[src/rtl/timer_share_pkg.sv]
// Shared types and helpers for the one-shot delay timer arbiter.
// The optional abort path in the top is enabled by defining TIMER_SHARE_ABORT_EN.
package timer_share_pkg;

    typedef enum logic [1:0] {
        IDLE  = 2'b00,
        COUNT = 2'b01,
        DONE  = 2'b10
    } state_e;

    // Bits needed to hold any value 0..max_val (never less than one).
    function automatic int bits_for(input int max_val);
        return (max_val < 2) ? 1 : $clog2(max_val + 1);
    endfunction

endpackage

[src/rtl/rr_pick.sv]
// Combinational round-robin picker: search starts one past the last winner
// and wraps modulo NREQ.
module rr_pick
    import timer_share_pkg::*;
#(
    parameter int NREQ = 4,
    parameter int IW   = bits_for(NREQ - 1)
) (
    input  logic [NREQ-1:0] req,
    input  logic [IW-1:0]   last,
    output logic [NREQ-1:0] winner,
    output logic [IW-1:0]   win_idx,
    output logic            valid
);

    always_comb begin
        int cand;
        cand    = 0;
        winner  = '0;
        win_idx = '0;
        valid   = 1'b0;
        for (int i = 1; i <= NREQ; i++) begin
            cand = int'(last) + i;
            if (cand >= NREQ) begin
                cand = cand - NREQ;
            end
            if (!valid && req[cand]) begin
                valid        = 1'b1;
                winner[cand] = 1'b1;
                win_idx      = IW'(cand);
            end
        end
    end

endmodule

[src/rtl/timer_share_arbiter.sv]
// One down-counting delay timer shared round-robin between NREQ requesters.
// Define TIMER_SHARE_ABORT_EN to add the abort output (owner drops req mid-count).
//
// state | meaning
// IDLE  | timer free; arbitrate among pending req bits
// COUNT | owner holds timer; count decrements each edge
// DONE  | one-cycle done pulse to owner; grant still held
module timer_share_arbiter
    import timer_share_pkg::*;
#(
    parameter  int NREQ = 4,
    parameter  int MAX  = 15,
    localparam int W    = bits_for(MAX),
    localparam int IW   = bits_for(NREQ - 1)
) (
    input  logic              clk,
    input  logic              reset_n,
    input  logic [NREQ-1:0]   req,
    input  logic [NREQ*W-1:0] len,
    output logic [NREQ-1:0]   grant,
    output logic [NREQ-1:0]   done,
`ifdef TIMER_SHARE_ABORT_EN
    output logic [NREQ-1:0]   abort,
`endif
    output logic              busy,
    output logic [W-1:0]      count
);

    state_e          state_q, state_d;
    logic [W-1:0]    count_q, count_d;
    logic [IW-1:0]   last_q, last_d;
    logic [NREQ-1:0] owner_oh;
    logic [NREQ-1:0] pick_oh;
    logic [IW-1:0]   pick_idx;
    logic            pick_valid;
    logic [W-1:0]    len_sel;
`ifdef TIMER_SHARE_ABORT_EN
    logic [NREQ-1:0] abort_q, abort_d;
`endif

    rr_pick #(
        .NREQ (NREQ),
        .IW   (IW)
    ) u_pick (
        .req     (req),
        .last    (last_q),
        .winner  (pick_oh),
        .win_idx (pick_idx),
        .valid   (pick_valid)
    );

    assign len_sel  = len[int'(pick_idx)*W +: W];
    // last_q doubles as the owner index while the timer is held
    assign owner_oh = {{(NREQ-1){1'b0}}, 1'b1} << last_q;

    always_ff @(posedge clk or negedge reset_n) begin
        if (!reset_n) begin
            state_q <= IDLE;
            count_q <= '0;
            last_q  <= IW'(NREQ - 1);
`ifdef TIMER_SHARE_ABORT_EN
            abort_q <= '0;
`endif
        end else begin
            state_q <= state_d;
            count_q <= count_d;
            last_q  <= last_d;
`ifdef TIMER_SHARE_ABORT_EN
            abort_q <= abort_d;
`endif
        end
    end

    always_comb begin
        state_d = state_q;
        count_d = count_q;
        last_d  = last_q;
`ifdef TIMER_SHARE_ABORT_EN
        abort_d = '0;
`endif
        unique case (state_q)
            IDLE: begin
                if (pick_valid) begin
                    state_d = COUNT;
                    last_d  = pick_idx;
                    // a zero length behaves exactly like a length of one
                    count_d = (len_sel == '0) ? W'(1) : len_sel;
                end
            end
            COUNT: begin
`ifdef TIMER_SHARE_ABORT_EN
                if (!req[last_q]) begin
                    state_d = IDLE;
                    count_d = '0;
                    abort_d = owner_oh;
                end else
`endif
                if (count_q <= W'(1)) begin
                    state_d = DONE;
                    count_d = '0;
                end else begin
                    count_d = count_q - W'(1);
                end
            end
            DONE: begin
                state_d = IDLE;
            end
            default: begin
                state_d = IDLE;
                count_d = '0;
            end
        endcase
    end

    assign busy  = (state_q != IDLE);
    assign grant = busy ? owner_oh : '0;
    assign done  = (state_q == DONE) ? owner_oh : '0;
    assign count = count_q;
`ifdef TIMER_SHARE_ABORT_EN
    assign abort = abort_q;
`endif

endmodule

[config.mk]
export PLATFORM = sky130hd
export DESIGN_NAME = timer_share_arbiter
export DESIGN_NICKNAME = d
export VERILOG_FILES = /design/src/rtl/timer_share_pkg.sv /design/src/rtl/rr_pick.sv /design/src/rtl/timer_share_arbiter.sv
export SDC_FILE = /design/constraint.sdc
export NUM_CORES = 1
export LEC_CHECK = 0
export ABC_AREA = 1
export ABC_CLOCK_PERIOD_IN_PS = 3910
export CAP_MARGIN = 25
export CORE_ASPECT_RATIO = 0.8
export CORE_MARGIN = 3
export CORE_UTILIZATION = 43
export DETAILED_ROUTE_END_ITERATION = 8
export DONT_BUFFER_PORTS = 1
export HOLD_SLACK_MARGIN = 0.06
export PLACE_DENSITY = 0.63
export SLEW_MARGIN = 20
export SYNTH_ARGS = -nofsm -noshare
export SYNTH_HDL_FRONTEND = slang
export SYNTH_SLANG_ARGS = --single-unit
[constraint.sdc]
create_clock -name clk -period 3.91 [get_ports clk]
set_input_delay 0.782 -clock clk [delete_from_list [all_inputs] [get_ports clk]]
set_output_delay 0.782 -clock clk [all_outputs]
set_load 0.005 [all_outputs]
==> flow_summary.toml, run 1 <==
[outcome]
status = "finished, final reports clean"

[critical_path]
cp.arrival_ns = 2.76
cp-start-kind = "flip-flop"
crit_top_cell = "nand2_1"
end_kind = "flip-flop"
cp.depth = 18
critPathTopFamily = "simple AND/OR/NAND/NOR gates"
crit_path_max_incr_delay_ns = 0.71
path_class = "flip-flop to flip-flop"
path_max_fanout = 10
path_buf_inv = 2
crit_required_ns = 4.06
worstPathCellList = "inv_8 -> ha_1 -> inv_1 -> nand3_1 -> nand2_2 -> nand4_4 -> nand2_2 -> nand2_4 -> nand2_8 -> nand2_1 -> nand3_1 -> nand2_1 -> nand3_1 -> nand2_1 -> nand2_1 -> nand2_1 -> nand2_1 -> nand2_1"
r2r_cells = 18
critPathSlowestCell = "dfstp_2"

[global_route]
grt_pass1_vias = 851
antenna_found_initial = 0
grt_max_degree = 11
grt_usage = 0.1505
overflow = 0
grt_pass1_wl_um = 3519

[sta]
slew_violations = 0
rsz0062_at_grt = "no"
finalSetupViolCount = 0
hold_viol_final = 0
fmax_ghz = 0.3837
tns_ns = 0
finalCritPeriodShare = 0.6666
fin_ws_ns = 1.304
max_slew.worst_pin.slew_ns = 0.4523
fin_crit_ns = 2.606
fin_skew_ns = 0.003698
slew_headroom = 0.6974

[power]
vdd.ir_drop.worst_v = 0.0007060
powerDensity_nw_per_um2 = 1216
power_leakage_nw = 0.5384
power_switching_share = 0.5767
comb_power_share = 0.790
switchingPower_uw = 738.9
clkPwrFrac = 0.053
p_int_uw = 542.3
power_frac_seq = 0.157

[floorplan]
initial_core_util = 0.4587
die_w_um = 60.11
core_area_um2 = 2196
rows = 15
ioPinCount = 35
die-area_um2 = 2963
die_h_um = 49.29

[logic_synthesis]
synth-edff-count = 0
synth_top_flop_cell = "dfrtp_1"
synth_cells = 144
ys_ff_latch = 8
avgSynthCellArea_um2 = 6.995
ys_async_sr_fraction = 1.000
syn_area_um2 = 1007
synth_fp_nets = 172
synth-seq-area-share = 0.2012
synth_cell_types = 28
synth_warnings = 0

[flow_run]
drv_cap = 0

[placement]
post-dp-hpwl_um = 1723
io_buffer_count = 0
gp_congestion = 0.7515
place_ws_ns = 1.305
post-place-cells = 168

[cts]
cts_buffers = 3
clk_pin_slew_ns = 0.06
post_cts_buffers = 0
clockBufferDepth = 2
cts.sinks = 8
htreeDepth = 1
clock_latency_ns = 0.26
hold_buffers = 0
cts_root_buf = "clkbuf_4"
cts_resized = 0
cts_tree = "built"

[final_layout]
final_common_cell = "nand2_1"
final_cell_mix = "nand2_1 (37), nand3_1 (19), inv_1 (14)"
diodes = 0
fillers = 230
fin_cells = 172
synthToLayoutAreaGrowth_pct = 4.596
final_layout_size_suffix_gt1_frac = 0.2517
nNetsFinal = 176

[route]
postRouteAntennaNets = 0
route.met3.wl_um = 166
dr_wl_met2_um = 850
top_layer_used = "met4"
drtIter0Drc = 12
routedWlPerCell_um = 11.80
num_vias = 888
met1Wirelength_um = 1001
drc = 0
vias_per_cell = 5.163
drt_first_pass_iters = 4
wl_um = 2030

[min_path]
hold_class = "input pin to async pin"
## logic make-up after synthesis
| kind of cell | count (synthesis) | synth area share |
|---|---|---|
| adder cells (fa/ha/maj) | 6 | 0.07453 |
| AO/OA/AOI/OAI | 12 | 0.06708 |
| XOR/XNOR | 1 | 0.008697 |
| flip-flops | 8 | 0.2012 |
| AND/OR/NAND/NOR | 95 | 0.5342 |
| multiplexers | 2 | 0.02236 |
| buffers and inverters | 20 | 0.09193 |
## synth_stat cells, types with 2 or more instances
master   count  share of area
nor2_1      11          0.041
inv_1       14          0.052
mux2_2       2          0.022
nor3_1       2         0.0099
nand2_4      7          0.078
o21ai_0      5          0.025
nand3_2      4          0.040
o22ai_1      2          0.012
nand2_1     37           0.14
dfrtp_1      6           0.15
nand2_2      9          0.056
nand4_1      2          0.012
dfstp_2      2          0.052
ha_1         6          0.075
inv_2        3          0.011
a21oi_1      2         0.0099
nand3_1     19          0.094
## routing by layer
metal,vias up,GRT usage
met5,-,0
met3,3,0.05556
met4,0,0.02214
met2,34,0.2194
met1,377,0.2137
li1,474,-
## layout make-up
class	instances	area (um2)	area share
inverter	19	81.33	0.07720
sequential	8	202.7	0.1924
multi-input combinational	116	711.9	0.6758
clock buffer	4	26.28	0.02494
tap	25	31.28	0.02969
## path summary, 6_finish.rpt
kind,endpoint,slack [ns],from
max reg2reg,count[0]$_DFFE_PN0P_,1.30,last_q[0]$_DFFE_PN1P_
min reg2reg,state_q[1]$_DFFE_PN0P_,0.52,state_q[1]$_DFFE_PN0P_
min,count[1]$_DFFE_PN0P_,0.21,reset_n
max in group asynchronous,last_q[0]$_DFFE_PN1P_,3.52,reset_n
max,count[0]$_DFFE_PN0P_,1.30,last_q[0]$_DFFE_PN1P_
min in group clk,state_q[1]$_DFFE_PN0P_,0.52,state_q[1]$_DFFE_PN0P_
## power groups by stage
stage | sequential (mW) | clock (mW) | combinational [mW]
CTS | 0.203 | 0.0710 | 1.02
global route | 0.211 | 0.0748 | 1.15
floorplan | 0.172 | 0 | 0.893
detailed placement | 0.204 | 0 | 1.02
finish | 0.201 | 0.0685 | 1.01
global placement | 0.202 | 0 | 0.995
## stage by stage
step           power [mW]    util  hold slack (ns)  instance area (um2)
3_3_place_gp        1.197  0.4678           0.4866                 1027
5_1_grt             1.441  0.4798           0.1930                 1054
6_report            1.281  0.4798           0.2130                 1054
3_5_place_dp        1.219  0.4678           0.4866                 1027
4_1_cts             1.293  0.4798           0.2057                 1054
2_1_floorplan       1.065       -           0.4759                 1007
## state kept, by name (all words and copies together), names as in the netlist
name and flops:
state_q 2, last_q 2, count 4
Power figures use the tool's default switching activity.
==> run 2, diff against run 1 <==
--- a/config.mk
+++ b/config.mk
@@ -6,7 +6,7 @@
 export NUM_CORES = 1
 export LEC_CHECK = 0
 export ABC_AREA = 1
-export ABC_CLOCK_PERIOD_IN_PS = 3910
+export ABC_CLOCK_PERIOD_IN_PS = 2100
 export CAP_MARGIN = 25
 export CORE_ASPECT_RATIO = 0.8
 export CORE_MARGIN = 3
@@ -14,7 +14,7 @@
 export DETAILED_ROUTE_END_ITERATION = 8
 export DONT_BUFFER_PORTS = 1
 export HOLD_SLACK_MARGIN = 0.06
-export PLACE_DENSITY = 0.63
+export PLACE_DENSITY = 0.65
 export SLEW_MARGIN = 20
 export SYNTH_ARGS = -nofsm -noshare
 export SYNTH_HDL_FRONTEND = slang
==> constraint.sdc (replaced) <==
create_clock -name clk -period 2.1 [get_ports clk]
set_input_delay 0.42 -clock clk [delete_from_list [all_inputs] [get_ports clk]]
set_output_delay 0.42 -clock clk [all_outputs]
set_load 0.005 [all_outputs]
==> flow_summary.toml, run 2 (same netlist as run 1, synthesis figures left out) <==
[global_route]
overflow = 0
grt_max_degree = 10
met2_usage = 0.2734
busiest_layer = "met2"
grt_usage = 0.1742
use_met3 = 0.02910
antenna_found_initial = 0
grt_pass1_wl_um = 4119
use_met1 = 0.2401
grt_pass1_vias = 945

[route]
drt_first_pass_iters = 4
routedWlPerCell_um = 13.85
drtIter0Drc = 50
postRouteAntennaNets = 0
num_vias = 989
vias_per_cell = 5.317
wl_um = 2576
drc = 0

[final_layout]
final_common_cell = "nand2_1"
largest_register_ffs = 4
fillers = 214
synthToLayoutAreaGrowth_pct = 25.96
final_cell_mix = "nand2_1 (31), nand2_2 (13), inv_1 (12), nand3_2 (12), buf_4 (12)"
final_layout_size_suffix_gt1_frac = 0.4286
diodes = 0
nNetsFinal = 191

[placement]
io_buffer_count = 0
post-dp-hpwl_um = 1883
place_ws_ns = -0.1396
gp_congestion = 0.8253

[sta]
fin_ws_ns = -0.1921
fmax_ghz = 0.4363
fin_skew_ns = 0.004262
finalCritPeriodShare = 1.091
finalSetupViolCount = 4
slew_headroom = 0.7006
holdWs_ns = 0.5166
slew_violations = 0
hold_viol_final = 0
max_slew.worst_pin.slew_ns = 0.4475
rsz0062_at_grt = "yes"
fin_crit_ns = 2.292

[floorplan]
initial_core_util = 0.4587
die-area_um2 = 2963
die_h_um = 49.29
die_w_um = 60.11
rows = 15
ioPinCount = 35
core_area_um2 = 2196

[outcome]
failed_checks = "negative setup slack"
status = "complete, but fails checks"

[critical_path]
crit_path_max_incr_delay_ns = 0.59
critPathSlowestCell = "dfstp_2"
path_max_fanout = 9
r2r_cells = 15
cp.depth = 15
path_class = "flip-flop to flip-flop"
critPathTopFamily = "simple AND/OR/NAND/NOR gates"
cp-start-kind = "flip-flop"
crit_required_ns = 2.24
worstPathCellList = "buf_6 -> nand2_1 -> nand2_1 -> nand2_4 -> nand2_4 -> inv_4 -> nand4_4 -> nand2_2 -> nand2_4 -> nand2_8 -> nand2_1 -> nand3_1 -> nand2_2 -> o22ai_1 -> mux2_2"
cp.arrival_ns = 2.43
path_buf_inv = 2
end_kind = "flip-flop"

[flow_run]
drv_cap = 0

[cts]
clockBufferDepth = 2
clock_latency_ns = 0.25
htreeDepth = 1
cts_buffers = 3
cts_tree = "built"
cts_root_buf = "clkbuf_4"
cts.sinks = 8
clk_pin_slew_ns = 0.06

[min_path]
hold_class = "input pin to async pin"
==> run 2: cell types whose count changed in the layout (fill, tap and decap cells not counted), sizes merged <==
cell,change
nand2,+1
clkbuf,-1
buf,+13
dlygate4sd3,+1
==> run 2: cell type report <==
cell class / instances / area [um2] / area share
multi-input cells: 117 / 819.5 / 0.6460
flip-flops and latches: 8 / 202.7 / 0.1598
repair buffers: 14 / 111.4 / 0.08777
inverters: 19 / 81.33 / 0.06410
well taps: 25 / 31.28 / 0.02465
clock buffers: 3 / 22.52 / 0.01775
==> run 2: path summary, 6_finish.rpt <==
| check | slack, ns | startpoint | end |
|---|---|---|---|
| worst min-delay path | 0.52 | reset_n | count[0]$_DFFE_PN0P_ |
| worst max register to register | -0.19 | last_q[0]$_DFFE_PN1P_ | count[2]$_DFFE_PN0P_ |
| worst min register to register | 0.52 | state_q[1]$_DFFE_PN0P_ | state_q[1]$_DFFE_PN0P_ |
| worst max-delay path | -0.19 | last_q[0]$_DFFE_PN1P_ | count[2]$_DFFE_PN0P_ |
| max in group asynchronous | 1.27 | reset_n | last_q[0]$_DFFE_PN1P_ |
| min in group clk | 0.52 | state_q[1]$_DFFE_PN0P_ | state_q[1]$_DFFE_PN0P_ |
==> run 2: metal layers <==
metal | wire [um] | share of wire
met5 | 0 | 0
met2 | 1243 | 0.48
met4 | 13 | 0.0050
met3 | 100 | 0.039
met1 | 1219 | 0.47
==> run 2: repair_timing <==
| action | 4_1_cts | 5_1_grt |
|---|---|---|
| endpoints found under the hold margin | 8 | 0 |
| hold buffers | 1 | 0 |
| endpoints found under the setup margin | 4 | 5 |
| setup buffers | 3 | 1 |
| pin swaps | 13 | 8 |
| cloned | 1 | 0 |
| gates resized for setup | 13 | 10 |
==> run 2: through the flow <==
stage	setup TNS [ns]	util	instance area [um2]	std cells
floorplan	-0.3497	-	1020	144
global placement	-0.2401	0.5043	1107	177
detailed placement	-0.3587	0.5043	1107	177
CTS	-0.4168	0.5544	1217	185
global route	-1.275	0.5778	1269	186
finish	-0.6358	0.5778	1269	186
Power of run 2 is not shown: default switching activity piles up to over one toggle a cycle in this logic, so the estimate is an artifact.
